### src/rtl/sequential_alu_if.sv
// Request/result channel of sequential_alu.
// master: the requester/consumer side; slave: the ALU itself.
interface sequential_alu_if #(
    parameter int WIDTH = 8
);
    logic [WIDTH-1:0] i_a;
    logic [WIDTH-1:0] i_b;
    logic [2:0]       i_instruction;
    logic             i_valid;
    logic             o_ready;
    logic [WIDTH-1:0] out;
    logic             o_valid;
    logic             i_ready;
    logic             o_carry;
    logic             o_zero;
    logic             o_overflow;
    logic             o_err;

    modport master (
        output i_a, i_b, i_instruction, i_valid, i_ready,
        input  o_ready, out, o_valid, o_carry, o_zero, o_overflow, o_err
    );

    modport slave (
        input  i_a, i_b, i_instruction, i_valid, i_ready,
        output o_ready, out, o_valid, o_carry, o_zero, o_overflow, o_err
    );
endinterface

### src/rtl/sequential_alu.sv
// sequential_alu: one request at a time, registered result and flags held
// until the consumer takes them. Logic ops, ADD and SUB finish on the accept
// edge; MUL (built only when SEQUENTIAL_ALU_MUL_EN is defined) runs a
// shift-add loop, one multiplier bit per cycle for WIDTH cycles. Without the
// macro, opcode 110 behaves exactly like the illegal opcode 111.
module sequential_alu #(
    parameter int WIDTH = 8
) (
    input  logic            i_clk,
    input  logic            i_rst_n,
    sequential_alu_if.slave bus
);
    localparam logic [2:0] OP_OR   = 3'b000;
    localparam logic [2:0] OP_NAND = 3'b001;
    localparam logic [2:0] OP_NOR  = 3'b010;
    localparam logic [2:0] OP_AND  = 3'b011;
    localparam logic [2:0] OP_ADD  = 3'b100;
    localparam logic [2:0] OP_SUB  = 3'b101;

`ifdef SEQUENTIAL_ALU_MUL_EN
    localparam logic [2:0] OP_MUL = 3'b110;
    localparam int         CNT_W  = $clog2(WIDTH);
    typedef enum logic [1:0] {S_IDLE = 2'd0, S_MUL = 2'd1, S_DONE = 2'd2} state_t;
`else
    typedef enum logic [1:0] {S_IDLE = 2'd0, S_DONE = 2'd2} state_t;
`endif

    state_t           r_state;
    state_t           w_state_next;
    logic             w_accept;
    logic [WIDTH:0]   w_sum;
    logic [WIDTH:0]   w_diff;
    logic [WIDTH-1:0] w_alu_res;
    logic             w_alu_carry;
    logic             w_alu_ovf;
    logic             w_alu_err;
    logic             w_load;
    logic [WIDTH-1:0] w_load_out;
    logic             w_load_carry;
    logic             w_load_zero;
    logic             w_load_ovf;
    logic             w_load_err;
    logic [WIDTH-1:0] r_out;
    logic             r_carry;
    logic             r_zero;
    logic             r_overflow;
    logic             r_err;

    // Only IDLE takes requests; the handshake edge out of DONE never accepts.
    assign w_accept = bus.i_valid && (r_state == S_IDLE);

    // One extra bit catches the ADD carry-out and the SUB borrow.
    assign w_sum  = {1'b0, bus.i_a} + {1'b0, bus.i_b};
    assign w_diff = {1'b0, bus.i_a} - {1'b0, bus.i_b};

`ifdef SEQUENTIAL_ALU_MUL_EN
    logic [2*WIDTH-1:0] r_mcand;
    logic [2*WIDTH-1:0] r_acc;
    logic [2*WIDTH-1:0] w_acc_next;
    logic [WIDTH-1:0]   r_mplier;
    logic [CNT_W-1:0]   r_cnt;
    logic               w_is_mul;
    logic               w_mul_last;

    assign w_is_mul   = (bus.i_instruction == OP_MUL);
    assign w_mul_last = (r_state == S_MUL) && (r_cnt == CNT_W'(WIDTH - 1));
    // Full-width accumulator so the carry flag can see every high product bit.
    assign w_acc_next = r_mplier[0] ? (r_acc + r_mcand) : r_acc;

    // Shift-add multiplier: load operands on accept, then one bit per MUL cycle.
    always_ff @(posedge i_clk or negedge i_rst_n) begin
        if (!i_rst_n) begin
            r_mcand  <= '0;
            r_mplier <= '0;
            r_acc    <= '0;
            r_cnt    <= '0;
        end else if (w_accept && w_is_mul) begin
            r_mcand  <= {{WIDTH{1'b0}}, bus.i_a};
            r_mplier <= bus.i_b;
            r_acc    <= '0;
            r_cnt    <= '0;
        end else if (r_state == S_MUL) begin
            r_mcand  <= r_mcand << 1;
            r_mplier <= r_mplier >> 1;
            r_acc    <= w_acc_next;
            r_cnt    <= r_cnt + CNT_W'(1);
        end
    end
`endif

    // Single-cycle datapath; opcode 110 lands in the illegal branch, which is
    // the required behaviour without a multiplier and is never loaded with one.
    always_comb begin
        w_alu_res   = '0;
        w_alu_carry = 1'b0;
        w_alu_ovf   = 1'b0;
        w_alu_err   = 1'b0;
        case (bus.i_instruction)
            OP_OR:   w_alu_res = bus.i_a | bus.i_b;
            OP_NAND: w_alu_res = ~(bus.i_a & bus.i_b);
            OP_NOR:  w_alu_res = ~(bus.i_a | bus.i_b);
            OP_AND:  w_alu_res = bus.i_a & bus.i_b;
            OP_ADD: begin
                w_alu_res   = w_sum[WIDTH-1:0];
                w_alu_carry = w_sum[WIDTH];
                w_alu_ovf   = (bus.i_a[WIDTH-1] == bus.i_b[WIDTH-1]) &&
                              (w_sum[WIDTH-1] != bus.i_a[WIDTH-1]);
            end
            OP_SUB: begin
                w_alu_res   = w_diff[WIDTH-1:0];
                w_alu_carry = w_diff[WIDTH];
                w_alu_ovf   = (bus.i_a[WIDTH-1] != bus.i_b[WIDTH-1]) &&
                              (w_diff[WIDTH-1] != bus.i_a[WIDTH-1]);
            end
            default: w_alu_err = 1'b1;
        endcase
    end

    // Pick what gets written into the result registers this cycle, if anything.
    always_comb begin
        w_load       = w_accept;
        w_load_out   = w_alu_res;
        w_load_carry = w_alu_carry;
        w_load_zero  = (w_alu_res == '0) && !w_alu_err;
        w_load_ovf   = w_alu_ovf;
        w_load_err   = w_alu_err;
`ifdef SEQUENTIAL_ALU_MUL_EN
        if (w_accept && w_is_mul) begin
            w_load = 1'b0;
        end
        if (w_mul_last) begin
            w_load       = 1'b1;
            w_load_out   = w_acc_next[WIDTH-1:0];
            w_load_carry = |w_acc_next[2*WIDTH-1:WIDTH];
            w_load_zero  = (w_acc_next[WIDTH-1:0] == '0);
            w_load_ovf   = 1'b0;
            w_load_err   = 1'b0;
        end
`endif
    end

    // Result and flag registers: written once per operation, held through DONE.
    always_ff @(posedge i_clk or negedge i_rst_n) begin
        if (!i_rst_n) begin
            r_out      <= '0;
            r_carry    <= 1'b0;
            r_zero     <= 1'b0;
            r_overflow <= 1'b0;
            r_err      <= 1'b0;
        end else if (w_load) begin
            r_out      <= w_load_out;
            r_carry    <= w_load_carry;
            r_zero     <= w_load_zero;
            r_overflow <= w_load_ovf;
            r_err      <= w_load_err;
        end
    end

    // FSM state register.
    always_ff @(posedge i_clk or negedge i_rst_n) begin
        if (!i_rst_n) begin
            r_state <= S_IDLE;
        end else begin
            r_state <= w_state_next;
        end
    end

    // FSM next-state: IDLE -> (MUL ->) DONE -> IDLE on consumer handshake.
    always_comb begin
        w_state_next = r_state;
        case (r_state)
            S_IDLE: begin
                if (bus.i_valid) begin
`ifdef SEQUENTIAL_ALU_MUL_EN
                    w_state_next = w_is_mul ? S_MUL : S_DONE;
`else
                    w_state_next = S_DONE;
`endif
                end
            end
`ifdef SEQUENTIAL_ALU_MUL_EN
            S_MUL: begin
                if (w_mul_last) begin
                    w_state_next = S_DONE;
                end
            end
`endif
            S_DONE: begin
                if (bus.i_ready) begin
                    w_state_next = S_IDLE;
                end
            end
            default: w_state_next = S_IDLE;
        endcase
    end

    assign bus.o_ready    = (r_state == S_IDLE);
    assign bus.o_valid    = (r_state == S_DONE);
    assign bus.out        = r_out;
    assign bus.o_carry    = r_carry;
    assign bus.o_zero     = r_zero;
    assign bus.o_overflow = r_overflow;
    assign bus.o_err      = r_err;
endmodule
### src/flat_wrapper.sv
// flat-port wrapper written by rule: the top's interface ports become plain ports
module sequential_alu_flat 
#(
    parameter int WIDTH = 8
)
  (i_clk, i_rst_n, bus_i_a, bus_i_b, bus_i_instruction, bus_i_valid, bus_i_ready, bus_o_ready, bus_out, bus_o_valid, bus_o_carry, bus_o_zero, bus_o_overflow, bus_o_err);
  sequential_alu_if #(.WIDTH(WIDTH)) bus_i ();
  input  logic i_clk;
  input  logic i_rst_n;
  input wire logic [$bits(bus_i.i_a)-1:0] bus_i_a;
  input wire logic [$bits(bus_i.i_b)-1:0] bus_i_b;
  input wire logic [$bits(bus_i.i_instruction)-1:0] bus_i_instruction;
  input wire logic [$bits(bus_i.i_valid)-1:0] bus_i_valid;
  input wire logic [$bits(bus_i.i_ready)-1:0] bus_i_ready;
  output wire logic [$bits(bus_i.o_ready)-1:0] bus_o_ready;
  output wire logic [$bits(bus_i.out)-1:0] bus_out;
  output wire logic [$bits(bus_i.o_valid)-1:0] bus_o_valid;
  output wire logic [$bits(bus_i.o_carry)-1:0] bus_o_carry;
  output wire logic [$bits(bus_i.o_zero)-1:0] bus_o_zero;
  output wire logic [$bits(bus_i.o_overflow)-1:0] bus_o_overflow;
  output wire logic [$bits(bus_i.o_err)-1:0] bus_o_err;
  assign bus_i.i_a = bus_i_a;
  assign bus_i.i_b = bus_i_b;
  assign bus_i.i_instruction = bus_i_instruction;
  assign bus_i.i_valid = bus_i_valid;
  assign bus_i.i_ready = bus_i_ready;
  assign bus_o_ready = bus_i.o_ready;
  assign bus_out = bus_i.out;
  assign bus_o_valid = bus_i.o_valid;
  assign bus_o_carry = bus_i.o_carry;
  assign bus_o_zero = bus_i.o_zero;
  assign bus_o_overflow = bus_i.o_overflow;
  assign bus_o_err = bus_i.o_err;
  sequential_alu #(.WIDTH(WIDTH)) u_core (.i_clk(i_clk), .i_rst_n(i_rst_n), .bus(bus_i));
endmodule
### config.mk
export PLATFORM = sky130hd
export DESIGN_NAME = sequential_alu_flat
export DESIGN_NICKNAME = d
export VERILOG_FILES = /design/src/rtl/sequential_alu_if.sv /design/src/rtl/sequential_alu.sv /design/src/flat_wrapper.sv
export SDC_FILE = /design/constraint.sdc
export NUM_CORES = 1
export LEC_CHECK = 0
export CORE_ASPECT_RATIO = 1.2
export CORE_MARGIN = 3
export CORE_UTILIZATION = 60
export DETAILED_ROUTE_END_ITERATION = 7
export DONT_BUFFER_PORTS = 1
export GPL_TIMING_DRIVEN = 0
export PLACE_DENSITY = 0.73
export REMOVE_ABC_BUFFERS = 1
export SLEW_MARGIN = 20
export SYNTH_ARGS = -nofsm -noshare
export SYNTH_HDL_FRONTEND = slang
export SYNTH_SLANG_ARGS = --single-unit
### constraint.sdc
create_clock -name i_clk -period 4.2 [get_ports i_clk]
set_clock_uncertainty 0.1 [all_clocks]
set_input_delay 0.63 -clock i_clk [delete_from_list [all_inputs] [get_ports i_clk]]
set_output_delay 0.63 -clock i_clk [all_outputs]
set_load 0.01 [all_outputs]
# Word-level counts from Yosys, hierarchy flattened
# Index checks and enable logic that the tools add are counted.
[word_totals]
register_bits = 14
inputBits = 23
out_inout_bits = 14
word_cells = 40
[op_classes]
addsub = 2
eq_ne = 12
muxes = 7
bitwise = 4
reduce_logical = 9
[ops]
columns = ["op", "count"]
rows = [
  ["$pmux 8 s6", 1],
  ["$not 8->8", 2],
  ["$add 8x8->9", 1],
  ["$sub 8x8->9", 1],
  ["$and 8x8->8", 1],
  ["$logic_not 8->1", 1],
  ["$or 8x8->8", 1],
  ["$eq 3x2->1 const B", 2],
  ["$eq 3x3->1 const B", 2],
  ["$reduce_or 6->1", 1],
  ["$logic_and 1x1->1", 4],
  ["$mux 2", 2],
  ["$ne 2x2->1 const B", 2],
  ["$pmux 1 s2", 2],
  ["$pmux 2 s2", 1],
  ["$eq 3x1->1 const B", 1],
  ["$logic_not 3->1", 1],
  ["$ne 1x1->1", 3],
  ["$eq 2x2->1 const B", 1],
  ["$logic_not 2->1", 1],
  ["$reduce_and 2->1", 1],
  ["$eq 1x1->1", 1],
  ["$mux 1", 1],
]

# Logic depth before layout (Yosys ltp)
[logic_depth]
word_depth = 5
depth_mapped = 10
mapped_depth_nobuf = 10

# Least setup slack after synthesis
# OpenSTA, ideal clock, no wires.
[synth_timing]
path_type = "input to register"
startpoint = "input bus_i_b[1]"
endpoint = "register u_core.r_out[7], in the netlist u_core.bus.out[7]"
setup_ns = 0.125
arrival_time_ns = 2.399
t_required_ns = 3.975
path_slack_ns = 1.577
path_stages = 8
n_path_buf = 0
path_cell_list = "inv_1 ha_1 o21ba_1 o21bai_1 a41oi_1 or3_1 a311o_1 mux2_2"
[synth_via]
elab_chain_len = 2
elab_cells_between_ends = 3
classes_between = "add/sub: 2; mux: 1"
[synth_lines]
columns = ["item", "line", "text"]
rows = [
  ["start: declaration", "flat_wrapper.sv:11", "input wire logic [$bits(bus_i.i_b)-1:0] bus_i_b;"],
  ["$sub 8x8->9 / $add 8x8->9 (equally long branches)", "sequential_alu.sv:54, sequential_alu.sv:53", ""],
  ["$pmux 8 s6 (*)", "sequential_alu.sv:98", "case (bus.i_instruction)"],
  ["end signal: assignment", "sequential_alu.sv:151", "r_out <= w_load_out;"],
  ["end: declaration", "sequential_alu.sv:43", "logic [WIDTH-1:0] r_out;"],
]
# Mark *: on every way between the ends. The rest lies on a longest branch, timed or not.
# A chain may end at the register's enable or synchronous reset.

# Final worst setup path
[layout_timing]
startpoint = "input bus_i_b[0]"
endpoint = "register u_core.r_out[6], in the netlist u_core.bus.out[6]"
# The elaborated chain is that of the path after synthesis.

==> impl_summary.md <==
Worst setup path
The maximum single-stage delay on the critical path is 400 ps. Traced cell by cell, the critical path runs through ha_1, inv_1, fa_1, nor2b_1, o21ai_0, a211oi_1, o22ai_1, xor2_1, o22ai_1, mux2_2. The critical path is of the in -> reg type. The worst register-to-register path has a depth of 6.

The source of the worst register-to-register timing path is u_core.r_state[1]. The critical path capture point type is a flop. Among the stages of the critical path, the cell type that occurs most often is sky130_fd_sc_hd__o22ai_1. The worst register-to-register path ends at u_core.bus.o_zero. The minimum setup slack among reg-to-reg paths is 2120 ps. The highest net fanout along the worst path is 4. The cell at the slowest stage of the critical path is sky130_fd_sc_hd__fa_1. The kind of start point of the critical path is an input pin. The number of buffer and inverter instances along the worst setup path is 1. The data arrival time of the critical path is 2650 ps. For the worst setup path, the data required time is 4260 ps. The family with the most delay on the worst path is compound AO/OA/AOI/OAI gates.

Clock tree
The TritonCTS clock tree is built. In this run the number of H-tree levels came out at 1. The maximum root-to-sink buffer count is 2. The CTS buffer count is 3.

The CTS clock-pin slew for the worst setup and hold paths is 70 ps. In this run the post-CTS setup repair buffer count came out at 0. The clock latency of the later-clocked register in the worst-skew pair is 270 ps. The number of clock sinks is 13. The tree is rooted in a sky130_fd_sc_hd__clkbuf_4. Post-CTS repair changed the size of 0 cells.

Synthesis
In the post-synthesis netlist, the biggest area contributors are sky130_fd_sc_hd__dfrtp_1 (19%), sky130_fd_sc_hd__ha_1 (19%), sky130_fd_sc_hd__inv_1 (5.5%). For this run, asynchronously set or reset flops after synthesis account for 100.0%. The leading area contributor after synthesis is sky130_fd_sc_hd__dfrtp_1. The flip-flop and latch count after synthesis is 13. The compound-cell area share of the yosys netlist is 26.14%. The commonest register cell after synthesis is sky130_fd_sc_hd__dfrtp_1. Summing the areas of all xor and xnor instances in the mapped netlist gives 5.687% of the synthesized area. Of the total synthesized cell area, the portion taken by full adders, half adders and majority gates is 21.57%.

The area share of and/or/nand/nor cells after synthesis is 12.63%. The number of standard cells after synthesis is 205. The share of the synthesized area in the top cell type is 19.20%. The area of the mapped netlist is 0.001694 mm^2. The portion of synthesized area spent on multiplexers is 6.721%. The number of warnings printed during yosys synthesis is 0. After synthesis, the largest family of logic cells by area is compound AO/OA/AOI/OAI gates. A synthesized cell averages 8.264 um^2.

The distinct cell type count after synthesis is 47. The count of flip-flops with a built-in enable after synthesis is 0. For this run, the register share of the synthesized area comes to 19.20%.

Timing
The number of setup violations in the final report is 0. At the pin with the least slew margin, the transition time is 538.2 ps. In the final timing run, aggregate negative setup slack is 0 ps. Derived from the worst setup path, the maximum achievable clock frequency is 386.5 MHz. The portion of the clock cycle consumed by the worst path in the final layout is 61.61%. The clock period minus worst slack is 2587 ps. Setup repair after global routing left no endpoint under its margin.

The worst hold-check slack is 351.6 ps. The number of max-slew violations in the final report is 0. The worst max-slew margin expressed relative to the limit is 64.00%. The final-report hold violation count is 0.

Power
The internal power is 261.8 uW. Summed over all nets, the switching power comes to 155.2 uW. Of the total power, registers draw 42.3%. The switching power share of the total is 37.22%. The overall power is 417.0 uW. The fraction of power consumed by the clock network is 17.6%. The combinational share of power is 40.2%. The worst-case vdd ir drop is 0.1695 mV. For this design the static power due to leakage is 0.0008422 uW. The ratio of total power to cell area is 240.6 mW/mm^2.

Hold path
Counting instances, the worst hold path has a depth of 1. The launch point of the worst hold path is bus_i_ready. The worst hold path belongs to the class in -> reg.

For hold timing, the worst endpoint is u_core.r_state[1].

Route
The number of remaining DRC errors is 0. The via-per-instance ratio is 5.996. The detailed-router iteration count before antenna repair is 4. The detailed router finished its first iteration with 29 violations. Across all layers, the routed design uses 1409 vias. The remaining antenna violation count is 0. The detail-routed net length per standard cell is 14.58 um. The routed design has 3426 um of wire.

Cells and area
The finished cells cover 0.001733 mm^2. Cells fill 66.59% of the core in the end. The area growth from synthesis to layout is 2.289%.

The sequential cells in the finished layout cover a total of 325.3 um^2. The layout has 245 filler cells. The fraction of layout instances using a drive strength above 1 is 5.941%. In the final design database the tool counted 254 nets. The area of the multi-input gates is 0.001232 mm^2. The count of antenna diodes in the layout is 0.

Global routing
The number of global-route vias before repair was 1502. In this run the most used layer during global routing was met2. Global routing consumed, on the met1 layer, 26.62% of the routing resources. Summed over all layers, the global routing overflow is 0. The initial antenna violation count is 0. The first global-routing pass estimated 6065 um of wire.

For this run, global-route usage on met3 was measured as 2.564%. The met2 routing resource usage after global routing is 37.28%. The maximum number of pins on one net before global-route repair is 30. The overall routing resource usage is 21.91%.

Floorplan
The area of the die is 0.003500 mm^2. The region available for standard cell placement spans 0.002603 mm^2. The floorplan has 20 rows.

Pin placement for this block handled 37 I/O pins. The initial core utilization is 65.10%. The floorplan die height is 64.21 um. The die is 54.51 um wide.

Placement
Routability-driven placement finished with a final weighted congestion of 0.9159. The instance area at placement is 0.001697 mm^2. In this run the tool buffered the top-level ports with 0 buffer cells. The placed wire-length estimate after detailed placement is 2817 um.

Run status
The flow ran to the end, and the final reports show no timing, DRC or antenna violations.

Flow run
Across the run, the number of max-cap violations was 0.
[power groups by stage]
stage	sequential (uW)	combinational, uW	clock, uW
finish	176	168	73.2
global route	181	191	83.1
CTS	177	167	75.6
detailed placement	180	163	0
global placement	178	158	0
floorplan	175	136	0
[how the worst max path moves through the flow]
stage,cells past startpoint,endpoint,startpoint,slack [ps]
5_1_grt,10,u_core.bus.o_zero,bus_i_b[0],1410
4_1_cts,10,u_core.bus.out[6],bus_i_b[0],1640
6_report,10,u_core.bus.out[6],bus_i_b[0],1610
3_3_place_gp,10,u_core.bus.out[6],bus_i_b[0],1400
3_5_place_dp,10,u_core.bus.out[6],bus_i_b[0],1360
2_1_floorplan,8,u_core.bus.out[7],bus_i_b[1],1580
[Yosys cell counts (2+ instances only)]
cell,count
sky130_fd_sc_hd__ha_1,26
sky130_fd_sc_hd__inv_1,25
sky130_fd_sc_hd__nand2_1,14
sky130_fd_sc_hd__nor2_1,14
sky130_fd_sc_hd__dfrtp_1,13
sky130_fd_sc_hd__a21oi_1,11
sky130_fd_sc_hd__o21ai_0,10
sky130_fd_sc_hd__xnor2_1,10
sky130_fd_sc_hd__mux2i_1,8
sky130_fd_sc_hd__o22ai_1,6
sky130_fd_sc_hd__a211oi_1,4
sky130_fd_sc_hd__a21o_1,4
sky130_fd_sc_hd__buf_2,4
sky130_fd_sc_hd__nand2b_1,4
sky130_fd_sc_hd__nor3_1,4
sky130_fd_sc_hd__o21bai_1,4
sky130_fd_sc_hd__a22o_1,3
sky130_fd_sc_hd__clkbuf_1,3
sky130_fd_sc_hd__mux2_2,3
sky130_fd_sc_hd__nor2b_1,3
sky130_fd_sc_hd__fa_1,2
sky130_fd_sc_hd__nand4_1,2
sky130_fd_sc_hd__o211ai_1,2
sky130_fd_sc_hd__o21ai_1,2
sky130_fd_sc_hd__o31ai_1,2
[cell type report]
cell class                      instances  area share [%]
Clock buffer                            4           1.516
Inverter                               26           5.632
Sequential cell                        13           18.77
Tap cell                               33           2.383
Timing Repair Buffer                    1          0.5776
Multi-Input combinational cell        158           71.12
[state kept, by name, indices dropped and copies added (netlist names)]
signal and cells:
u_core.r_state 1, u_core.bus.o_overflow 1, u_core.bus.o_zero 1, u_core.bus.o_err 1, u_core.bus.o_carry 1, u_core.bus.out 8
[layer usage]
metal	part of all wire, %	wire, um	vias up
li1	-	-	716
met1	42	1433	645
met4	0.73	25	0
met5	0	0	-
met2	51	1762	44
met3	6.0	204	4
[cell usage in the layout (no fill, tap or decap), drive strengths merged, types with 2 or more instances in the layout]
| master | synthesis | final |
|---|---|---|
| nand2 | 14 | 14 |
| o21ai | 12 | 12 |
| xnor2 | 10 | 10 |
| o211ai | 3 | 3 |
| a211oi | 5 | 5 |
| fa | 2 | 2 |
| dfrtp | 13 | 13 |
| a21o | 4 | 4 |
| a22o | 3 | 3 |
| mux2 | 3 | 3 |
| o22ai | 6 | 6 |
| ha | 26 | 26 |
| o21bai | 4 | 4 |
| nand4 | 2 | 2 |
| nor2b | 3 | 3 |
| mux2i | 8 | 8 |
| nor2 | 14 | 14 |
| nor3 | 4 | 4 |
| nand2b | 4 | 4 |
| inv | 26 | 26 |
| a21oi | 11 | 11 |
| o31ai | 2 | 2 |
| clkbuf | 3 | 4 |
[repair_timing]
action | 4_1_cts | 5_1_grt
endpoints found under the hold margin | 13 | 0
hold buffers | 1 | 0
endpoints found under the setup margin | 0 | 0
[kinds of logic (layout without fill, tap and decap cells)]
| logic type | after synthesis | in the layout |
|---|---|---|
| xor+xnor | 11 | 11 |
| buf+inv | 34 | 31 |
| mux | 11 | 11 |
| fa+ha+maj | 28 | 28 |
| flops | 13 | 13 |
| compound gates | 62 | 62 |
| simple gates | 46 | 46 |
[through the flow]
stage | worst slack [ps] | cells
global route | 1409 | 235
finish | 1613 | 235
CTS | 1636 | 235
floorplan | 1577 | 197
detailed placement | 1358 | 230
global placement | 1404 | 230
No activity file was read; power rests on OpenSTA's default activity.
